===== src/rtl/instr_encoder_if.sv =====
// Request/response bundle between an instruction producer and the encoder.
// master drives the request fields and consumer ready; slave is the encoder.
interface instr_encoder_if;
  logic        in_valid;
  logic        in_ready;
  logic [2:0]  fmt;
  logic [2:0]  funct3;
  logic        arith;
  logic [4:0]  rd;
  logic [4:0]  rs1;
  logic [4:0]  rs2;
  logic [31:0] imm;
  logic        out_valid;
  logic        out_ready;
  logic [31:0] instr;
  logic        err;

  modport master (
    output in_valid, fmt, funct3, arith, rd, rs1, rs2, imm, out_ready,
    input  in_ready, out_valid, instr, err
  );

  modport slave (
    input  in_valid, fmt, funct3, arith, rd, rs1, rs2, imm, out_ready,
    output in_ready, out_valid, instr, err
  );
endinterface


===== src/rtl/instr_encoder.sv =====
// Packs RV32I fields + immediate into an instruction word; 1 cycle to out_valid via a 2-entry FIFO.
// in_ready depends only on FIFO occupancy, so output backpressure never reaches the input combinationally.
module instr_encoder #(
  parameter int ERRCNT_W = 16
) (
  input  logic                clk,
  input  logic                reset,
  instr_encoder_if.slave      bus,
  output logic [ERRCNT_W-1:0] err_cnt
);

  localparam logic [6:0] OP_IMM  = 7'b0010011;
  localparam logic [6:0] OP_LOAD = 7'b0000011;
  localparam logic [6:0] OP_STOR = 7'b0100011;
  localparam logic [6:0] OP_BRCH = 7'b1100011;
  localparam logic [6:0] OP_LUI  = 7'b0110111;

  logic [31:0] enc_instr;
  logic        enc_err;
  logic        fits12;
  logic        fits13;
  logic        shamt_op;
  logic        push;
  logic        pop;

  // Head entry lives in the output registers; skid holds the second entry.
  logic [31:0] skid_instr;
  logic        skid_err;
  logic        skid_vld;

  assign fits12   = (bus.imm[31:11] == '0) || (bus.imm[31:11] == '1);
  assign fits13   = (bus.imm[31:12] == '0) || (bus.imm[31:12] == '1);
  assign shamt_op = (bus.funct3 == 3'b001) || (bus.funct3 == 3'b101);

  always_comb begin
    enc_instr = '0;
    enc_err   = 1'b0;
    case (bus.fmt)
      3'd0: begin
        if (shamt_op) begin
          enc_instr = {1'b0, bus.arith & (bus.funct3 == 3'b101), 5'b0, bus.imm[4:0],
                       bus.rs1, bus.funct3, bus.rd, OP_IMM};
          enc_err   = |bus.imm[31:5];
        end else begin
          enc_instr = {bus.imm[11:0], bus.rs1, bus.funct3, bus.rd, OP_IMM};
          enc_err   = ~fits12;
        end
      end
      3'd1: begin
        enc_instr = {bus.imm[11:0], bus.rs1, bus.funct3, bus.rd, OP_LOAD};
        enc_err   = ~fits12;
      end
      3'd2: begin
        enc_instr = {bus.imm[11:5], bus.rs2, bus.rs1, bus.funct3, bus.imm[4:0], OP_STOR};
        enc_err   = ~fits12;
      end
      3'd3: begin
        enc_instr = {bus.imm[12], bus.imm[10:5], bus.rs2, bus.rs1, bus.funct3,
                     bus.imm[4:1], bus.imm[11], OP_BRCH};
        enc_err   = bus.imm[0] | ~fits13;
      end
      3'd4: begin
        enc_instr = {bus.imm[31:12], bus.rd, OP_LUI};
        enc_err   = |bus.imm[11:0];
      end
      default: begin
        enc_instr = '0;
        enc_err   = 1'b1;
      end
    endcase
  end

  assign bus.in_ready = ~reset & ~(bus.out_valid & skid_vld);
  assign push         = bus.in_valid & bus.in_ready;
  assign pop          = bus.out_valid & bus.out_ready;

  always_ff @(posedge clk) begin
    if (reset) begin
      bus.out_valid <= 1'b0;
      bus.instr     <= '0;
      bus.err       <= 1'b0;
      skid_vld      <= 1'b0;
      skid_instr    <= '0;
      skid_err      <= 1'b0;
      err_cnt       <= '0;
    end else begin
      if (pop) begin
        if (skid_vld) begin
          bus.instr  <= skid_instr;
          bus.err    <= skid_err;
          skid_vld   <= push;
          if (push) begin
            skid_instr <= enc_instr;
            skid_err   <= enc_err;
          end
        end else begin
          bus.out_valid <= push;
          if (push) begin
            bus.instr <= enc_instr;
            bus.err   <= enc_err;
          end
        end
      end else if (push) begin
        if (!bus.out_valid) begin
          bus.out_valid <= 1'b1;
          bus.instr     <= enc_instr;
          bus.err       <= enc_err;
        end else begin
          skid_vld   <= 1'b1;
          skid_instr <= enc_instr;
          skid_err   <= enc_err;
        end
      end

      if (push && enc_err && !(&err_cnt))
        err_cnt <= err_cnt + 1'b1;
    end
  end

endmodule


===== src/flat_wrapper.sv =====
// flat-port wrapper written by rule: the top's interface ports become plain ports
module instr_encoder_flat 
#(
  parameter int ERRCNT_W = 16
)
  (clk, reset, err_cnt, bus_in_valid, bus_fmt, bus_funct3, bus_arith, bus_rd, bus_rs1, bus_rs2, bus_imm, bus_out_ready, bus_in_ready, bus_out_valid, bus_instr, bus_err);
  instr_encoder_if bus_i ();
  input  logic clk;
  input  logic reset;
  output logic [ERRCNT_W-1:0] err_cnt;
  input wire logic [$bits(bus_i.in_valid)-1:0] bus_in_valid;
  input wire logic [$bits(bus_i.fmt)-1:0] bus_fmt;
  input wire logic [$bits(bus_i.funct3)-1:0] bus_funct3;
  input wire logic [$bits(bus_i.arith)-1:0] bus_arith;
  input wire logic [$bits(bus_i.rd)-1:0] bus_rd;
  input wire logic [$bits(bus_i.rs1)-1:0] bus_rs1;
  input wire logic [$bits(bus_i.rs2)-1:0] bus_rs2;
  input wire logic [$bits(bus_i.imm)-1:0] bus_imm;
  input wire logic [$bits(bus_i.out_ready)-1:0] bus_out_ready;
  output wire logic [$bits(bus_i.in_ready)-1:0] bus_in_ready;
  output wire logic [$bits(bus_i.out_valid)-1:0] bus_out_valid;
  output wire logic [$bits(bus_i.instr)-1:0] bus_instr;
  output wire logic [$bits(bus_i.err)-1:0] bus_err;
  assign bus_i.in_valid = bus_in_valid;
  assign bus_i.fmt = bus_fmt;
  assign bus_i.funct3 = bus_funct3;
  assign bus_i.arith = bus_arith;
  assign bus_i.rd = bus_rd;
  assign bus_i.rs1 = bus_rs1;
  assign bus_i.rs2 = bus_rs2;
  assign bus_i.imm = bus_imm;
  assign bus_i.out_ready = bus_out_ready;
  assign bus_in_ready = bus_i.in_ready;
  assign bus_out_valid = bus_i.out_valid;
  assign bus_instr = bus_i.instr;
  assign bus_err = bus_i.err;
  instr_encoder #(.ERRCNT_W(ERRCNT_W)) u_core (.clk(clk), .reset(reset), .bus(bus_i), .err_cnt(err_cnt));
endmodule

===== config.mk =====
export PLATFORM = sky130hd
export DESIGN_NAME = instr_encoder_flat
export DESIGN_NICKNAME = d
export VERILOG_FILES = /design/src/rtl/instr_encoder_if.sv /design/src/rtl/instr_encoder.sv /design/src/flat_wrapper.sv
export SDC_FILE = /design/constraint.sdc
export NUM_CORES = 1
export LEC_CHECK = 0
export BUFFER_PORTS_ARGS = -buffer_cell sky130_fd_sc_hd__buf_2
export CAP_MARGIN = 20
export CORE_MARGIN = 5
export CORE_UTILIZATION = 40
export CTS_CLUSTER_SIZE = 10
export DETAILED_ROUTE_END_ITERATION = 10
export SYNTH_ARGS = -nofsm -noshare
export SYNTH_HDL_FRONTEND = slang
export SYNTH_SLANG_ARGS = --single-unit

===== constraint.sdc =====
create_clock -name clk -period 6.34 [get_ports clk]
set_input_delay 0.634 -clock clk [delete_from_list [all_inputs] [get_ports clk]]
set_output_delay 0.634 -clock clk [all_outputs]
set_load 0.005 [all_outputs]

; Yosys cells after proc, flatten, opt, wreduce, memory -nomap -nowiden
; Index checks and enable logic that the tools add are counted.
[classes]
n_eq_ne = 11
add_sub_neg = 1
mux = 29
reduce_logical = 20
n_bitwise = 10
[op_table]
columns = operator, n
row1 = 32-bit two-way mux, 10
row2 = 32-bit case mux with 5 select lines, 1
row3 = 27-bit OR reduction, 1
row4 = 21-bit == test (second input constant), 1
row5 = 21-bit zero test, 1
row6 = 20-bit == test (second input constant), 1
row7 = 20-bit zero test, 1
row8 = 1-bit two-way mux, 17
row9 = 16-bit by 1-bit adder with 16-bit output (second input constant), 1
row10 = 16-bit AND reduction, 1
row11 = 12-bit OR reduction, 1
row12 = 3-bit by 1-bit == test with 1-bit output (second input constant), 2
row13 = 3-bit by 2-bit == test with 1-bit output (second input constant), 2
row14 = 3-bit == test (second input constant), 2
row15 = 2-bit != test (second input constant), 3
row16 = 3-bit AND reduction, 2
row17 = 2-bit nonzero test, 3
row18 = 1-bit AND, 5
row19 = 1-bit NOT, 4
row20 = 1-bit case mux with 4 select lines, 1
row21 = 2-bit AND reduction, 2
row22 = 3-bit zero test, 1
row23 = 1-bit logical OR, 3
row24 = 1-bit logical AND, 2
row25 = 3 further kinds, 3
[totals]
input_bits = 58
output_inout_bits = 51
elab_cells = 78
register_bits = 84

; Logic depth before layout (Yosys ltp)
[depth]
word_depth = 8
mapped_depth = 9
mapped_depth_nobuf = 7

; Worst setup path before layout
; No wires, ideal clock.
[synth_path]
path_kind = input to register
startpoint = input port bus_fmt[0]
endpoint = register u_core.err_cnt[10]
slack_ps = 3922
setup_ps = 121
path_buffers = 3
arrival_time_ps = 2297
path_stages = 8
t_required_ps = 6219
path_cell_list = buf_2 > or2_0 > buf_2 > o41ai_4 > o31ai_4 > buf_6 > nor3_1 > mux2_4
[synth_via]
elab_chain_len = 5
elab_cells_between_ends = 9
classes_between = 4 x eq/ne / 1 x mux / 4 x reduce/logical
[synth_rtl]
columns = item, line
row1 = "start, declared", flat_wrapper.sv:12  ; input wire logic [$bits(bus_i.fmt)-1:0] bus_fmt;
row2 = 3-bit by 1-bit == test with 1-bit output or 3-bit by 2-bit == test with 1-bit output (tied branches), instr_encoder.sv:38  ; case (bus.fmt)
row3 = 2-bit OR reduction (no source line), n/a
row4 = 1-bit case mux with 4 select lines *, instr_encoder.sv:38
row5 = 1-bit logical AND * (2 in a row), instr_encoder.sv:115  ; if (push && enc_err && !(&err_cnt))
row6 = "end signal, assigned", instr_encoder.sv:116  ; err_cnt <= err_cnt + 1'b1;
row7 = "end, declared", instr_encoder.sv:9  ; output logic [ERRCNT_W-1:0] err_cnt
; Mark *: on every way between the ends. The rest lies on a longest branch, timed or not.
; A chain may end at the register's enable or synchronous reset.

; Final worst setup path
[layout_path]
startpoint = input port bus_imm[23]
endpoint = register u_core.err_cnt[10]
[layout_via]
elab_chain_len = 7
elab_cells_between_ends = 14
classes_between = 2 x eq/ne / 2 x mux / 3 x bitwise / 7 x reduce/logical
[layout_rtl]
columns = item, line
row1 = "start, declared", flat_wrapper.sv:18  ; input wire logic [$bits(bus_i.imm)-1:0] bus_imm;
row2 = 21-bit == test (tied with other cells), instr_encoder.sv:31  ; assign fits12 = (bus.imm[31:11] == '0) || (bus.imm[31:11] == '1);
row3 = 1-bit logical OR (on tied branches), "instr_encoder.sv:31, instr_encoder.sv:32"
row4 = 1-bit NOT (on tied branches), n/a
row5 = 1-bit two-way mux or 1-bit bitwise OR (tied branches), "instr_encoder.sv:40, instr_encoder.sv:60"
row6 = 1-bit case mux with 4 select lines *, instr_encoder.sv:38
row7 = 1-bit logical AND * (2 in a row), instr_encoder.sv:115
; Marks and branches as above.

==> impl_metrics.ini <==
[min_path]
min_to = u_core.bus.instr[12]
hp-start = u_core.bus.instr[12]
hold_class = reg2reg
min_path_cells = 2

[setup_path]
arrival_ns = 3.12
r2r-start = u_core.err_cnt[0]
regToRegSetupSlack_ns = 4.03
critPathKind = in2reg
worstPathRequired_ns = 6.57
rr_endpoint = u_core.err_cnt[10]
cp-end-kind = flip-flop
critPathLaunchType = input pin
crit_fanout = 27
ff2ff_path_depth = 7

[logic_synthesis]
synth.yosys.seq_area_share_pct = 40.67
synth-simple-area-share_pct = 24.72
synth_fp_nets = 556
yosysWarnings = 0
synth_cells = 497
synth_fa_ha_area_share_pct = 0.3178
synth_top_area_share_pct = 40.67
synth_top_cell_by_area = dfxtp_1
synth.distinct_cells = 51
synth-edff-count = 0
netlist_area_mm2 = 0.003938
synth-xor-area-share_pct = 0.4449
async_flop_share_pct = 0
synth_compound_area_share_pct = 26.34
syn_avg_cell_area_um2 = 7.923
muxShareOfSynthArea_pct = 2.447
ys_seq_elements = 80
synth_top_family_by_area = compound AO/OA/AOI/OAI gates
yosys_most_used_dff = dfxtp_1
synth_area_leaders = dfxtp_1 (41%), nor2_1 (7.0%), a21oi_1 (6.2%)

[layout]
syn_to_final_growth_pct = 19.10
layout.nets = 640
n_antenna_cell = 0
final_cells = 717
final_common_cell = buf_2
nFillCells = 1000
postLayoutCoreUtil_pct = 48.42
drive_gt1_share_pct = 23.80
layout_common_cells = buf_2 (107), dfxtp_1 (80), nor2_1 (72), nand2_1 (58), a21oi_1 (48)

[sta]
setup_slack_ns = 3.456
fin_crit_sh_pct = 45.50
setup_viol = 0
worst_pin_slew_ns = 0.9461
max_freq_ghz = 0.3467
finalHoldViolCount = 0
fin_crit_ns = 2.884
tns_ns = 0
relSlewSlack_pct = 36.92
rsz0062_at_grt = no
slew_violations = 0
fin_skew_ns = 0.009341

[placed_design]
dp_cells = 703
place_hpwl_um = 7889
portBuffers = 107
dp_slack_ns = 3.119
gp_congestion = 0.8510

[power_and_ir_drop]
ir_drop_mv = 0.09028
power_density_mw_per_mm2 = 218.9
leakagePower_nw = 1.848
power_mw = 1.027

[clock_tree]
cts_repair_resize_count = 0
clock-sinks = 80
cts_tree = done
hold_buffers = 0
numCtsBuffers = 9
clk_latency_ns = 0.34
cts_max_level = 3
post_cts_buffers = 0
cts_root_buf = clkbuf_8
clock_path_buffers = 2
path_clk_slew_ns = 0.07

[grt]
grt_antenna_before_repair = 0
grt_pass1_wl_um = 17680
grt-ovfl-total = 0
grt.total_usage_pct = 18.44
grt_pass1_vias = 3541
grt_max_degree = 82

[routing]
drtPass1Iterations = 4
drc = 0
finalWirelength_um = 10830
via_per_inst = 5.515
num_vias = 3954
ant_nets = 0
drt_iter0_markers = 260
wl_per_cell_um = 15.10

[run]
drv_cap = 0

[die]
core_mm2 = 0.009684
die_area_mm2 = 0.01193
rows = 36
ios = 109
die_h_um = 109.2
die_w_um = 109.2
start_util_pct = 40.66

[outcome]
status = completed
[worst max-delay path, stage by stage]
cell and delay, ns:
buf_2 0.11, nor4_1 0.35, nand3_1 0.25, nor4_4 0.35, o41ai_4 0.14, o31ai_4 0.79
nor3_1 0.15, mux2_4 0.33
[cells in the mapped netlist, types with 2 or more instances]
| master | count |
|---|---|
| a311oi_1 | 2 |
| nor3_1 | 10 |
| a211oi_1 | 22 |
| and4_1 | 2 |
| o211ai_1 | 20 |
| a22oi_1 | 7 |
| buf_4 | 4 |
| a21oi_1 | 49 |
| a221oi_1 | 5 |
| nor2b_1 | 10 |
| a32oi_1 | 4 |
| nand2_1 | 58 |
| o311ai_0 | 2 |
| o41ai_1 | 2 |
| nor2_1 | 73 |
| nor4_1 | 8 |
| mux2i_1 | 7 |
| clkbuf_1 | 29 |
| buf_1 | 2 |
| buf_2 | 3 |
| o31ai_1 | 2 |
| inv_1 | 6 |
| a31oi_1 | 9 |
| or3_1 | 8 |
| nand3_1 | 13 |
| nand2b_1 | 3 |
| nand4_1 | 9 |
| nor4_2 | 3 |
| or2_2 | 3 |
| o21ai_0 | 17 |
| and3_1 | 2 |
| a22o_1 | 5 |
| dfxtp_1 | 80 |
[metrics by stage]
step	hold slack (ns)	instance area [µm²]
floorplan	0.4366	3938
global placement	0.4400	4503
detailed placement	0.4435	4514
CTS	0.4536	4690
global route	0.4748	4690
finish	0.4530	4690
[routing by layer]
layer / share of wire, % / GRT usage (%)
met5: 0 / 0
met2: 43 / 27.06
met1: 48 / 27.09
met3: 7.9 / 4.440
met4: 1.1 / 4.541
[how the worst max path moves through the flow]
stage | start | depth (start not counted) | endpoint | slack, ns
global route | bus_imm[23] | 8 | u_core.err_cnt[10] | 3.28
floorplan | bus_fmt[0] | 8 | u_core.err_cnt[10] | 3.92
CTS | bus_imm[23] | 8 | u_core.err_cnt[10] | 3.49
finish | bus_imm[23] | 8 | u_core.err_cnt[10] | 3.46
global placement | bus_imm[23] | 8 | u_core.err_cnt[10] | 3.21
detailed placement | bus_imm[23] | 8 | u_core.err_cnt[10] | 3.12
[layout make-up]
cell class,count,area (µm²),area share [%]
multi-input combinational,372,2147,45.78
inverter,6,22.52,0.4803
tap,133,166.4,3.549
timing repair buffer,112,576.8,12.30
sequential,80,1602,34.15
clock inverter,4,47.55,1.014
clock buffer,10,127.6,2.721
[registers in the layout (all words and copies together), names as in the netlist]
register,cells
u_core.bus.instr,30
u_core.bus.out_valid,1
u_core.bus.err,1
u_core.skid_instr,30
u_core.err_cnt,16
u_core.skid_err,1
u_core.skid_vld,1
[power breakdown]
part | total, mW | switching, mW | leakage (nW) | internal, mW
combinational | 0.147 | 0.0897 | 1.11 | 0.0573
sequential | 0.530 | 0.0104 | 0.650 | 0.519
clock | 0.350 | 0.173 | 0.0880 | 0.176
total | 1.03 | 0.273 | 1.85 | 0.753
[kinds of logic (layout without fill, tap and decap cells)]
kind of cell,count (synthesis),in the layout
DFF,80,80
buffers and inverters,45,132
other,1,1
muxes,9,9
and+or+nand+nor,206,206
adders and majority gates,1,1
AOI/OAI and AO/OA,153,153
xor gates and xnor gates,2,2
No activity file was read; power rests on OpenSTA's default activity.
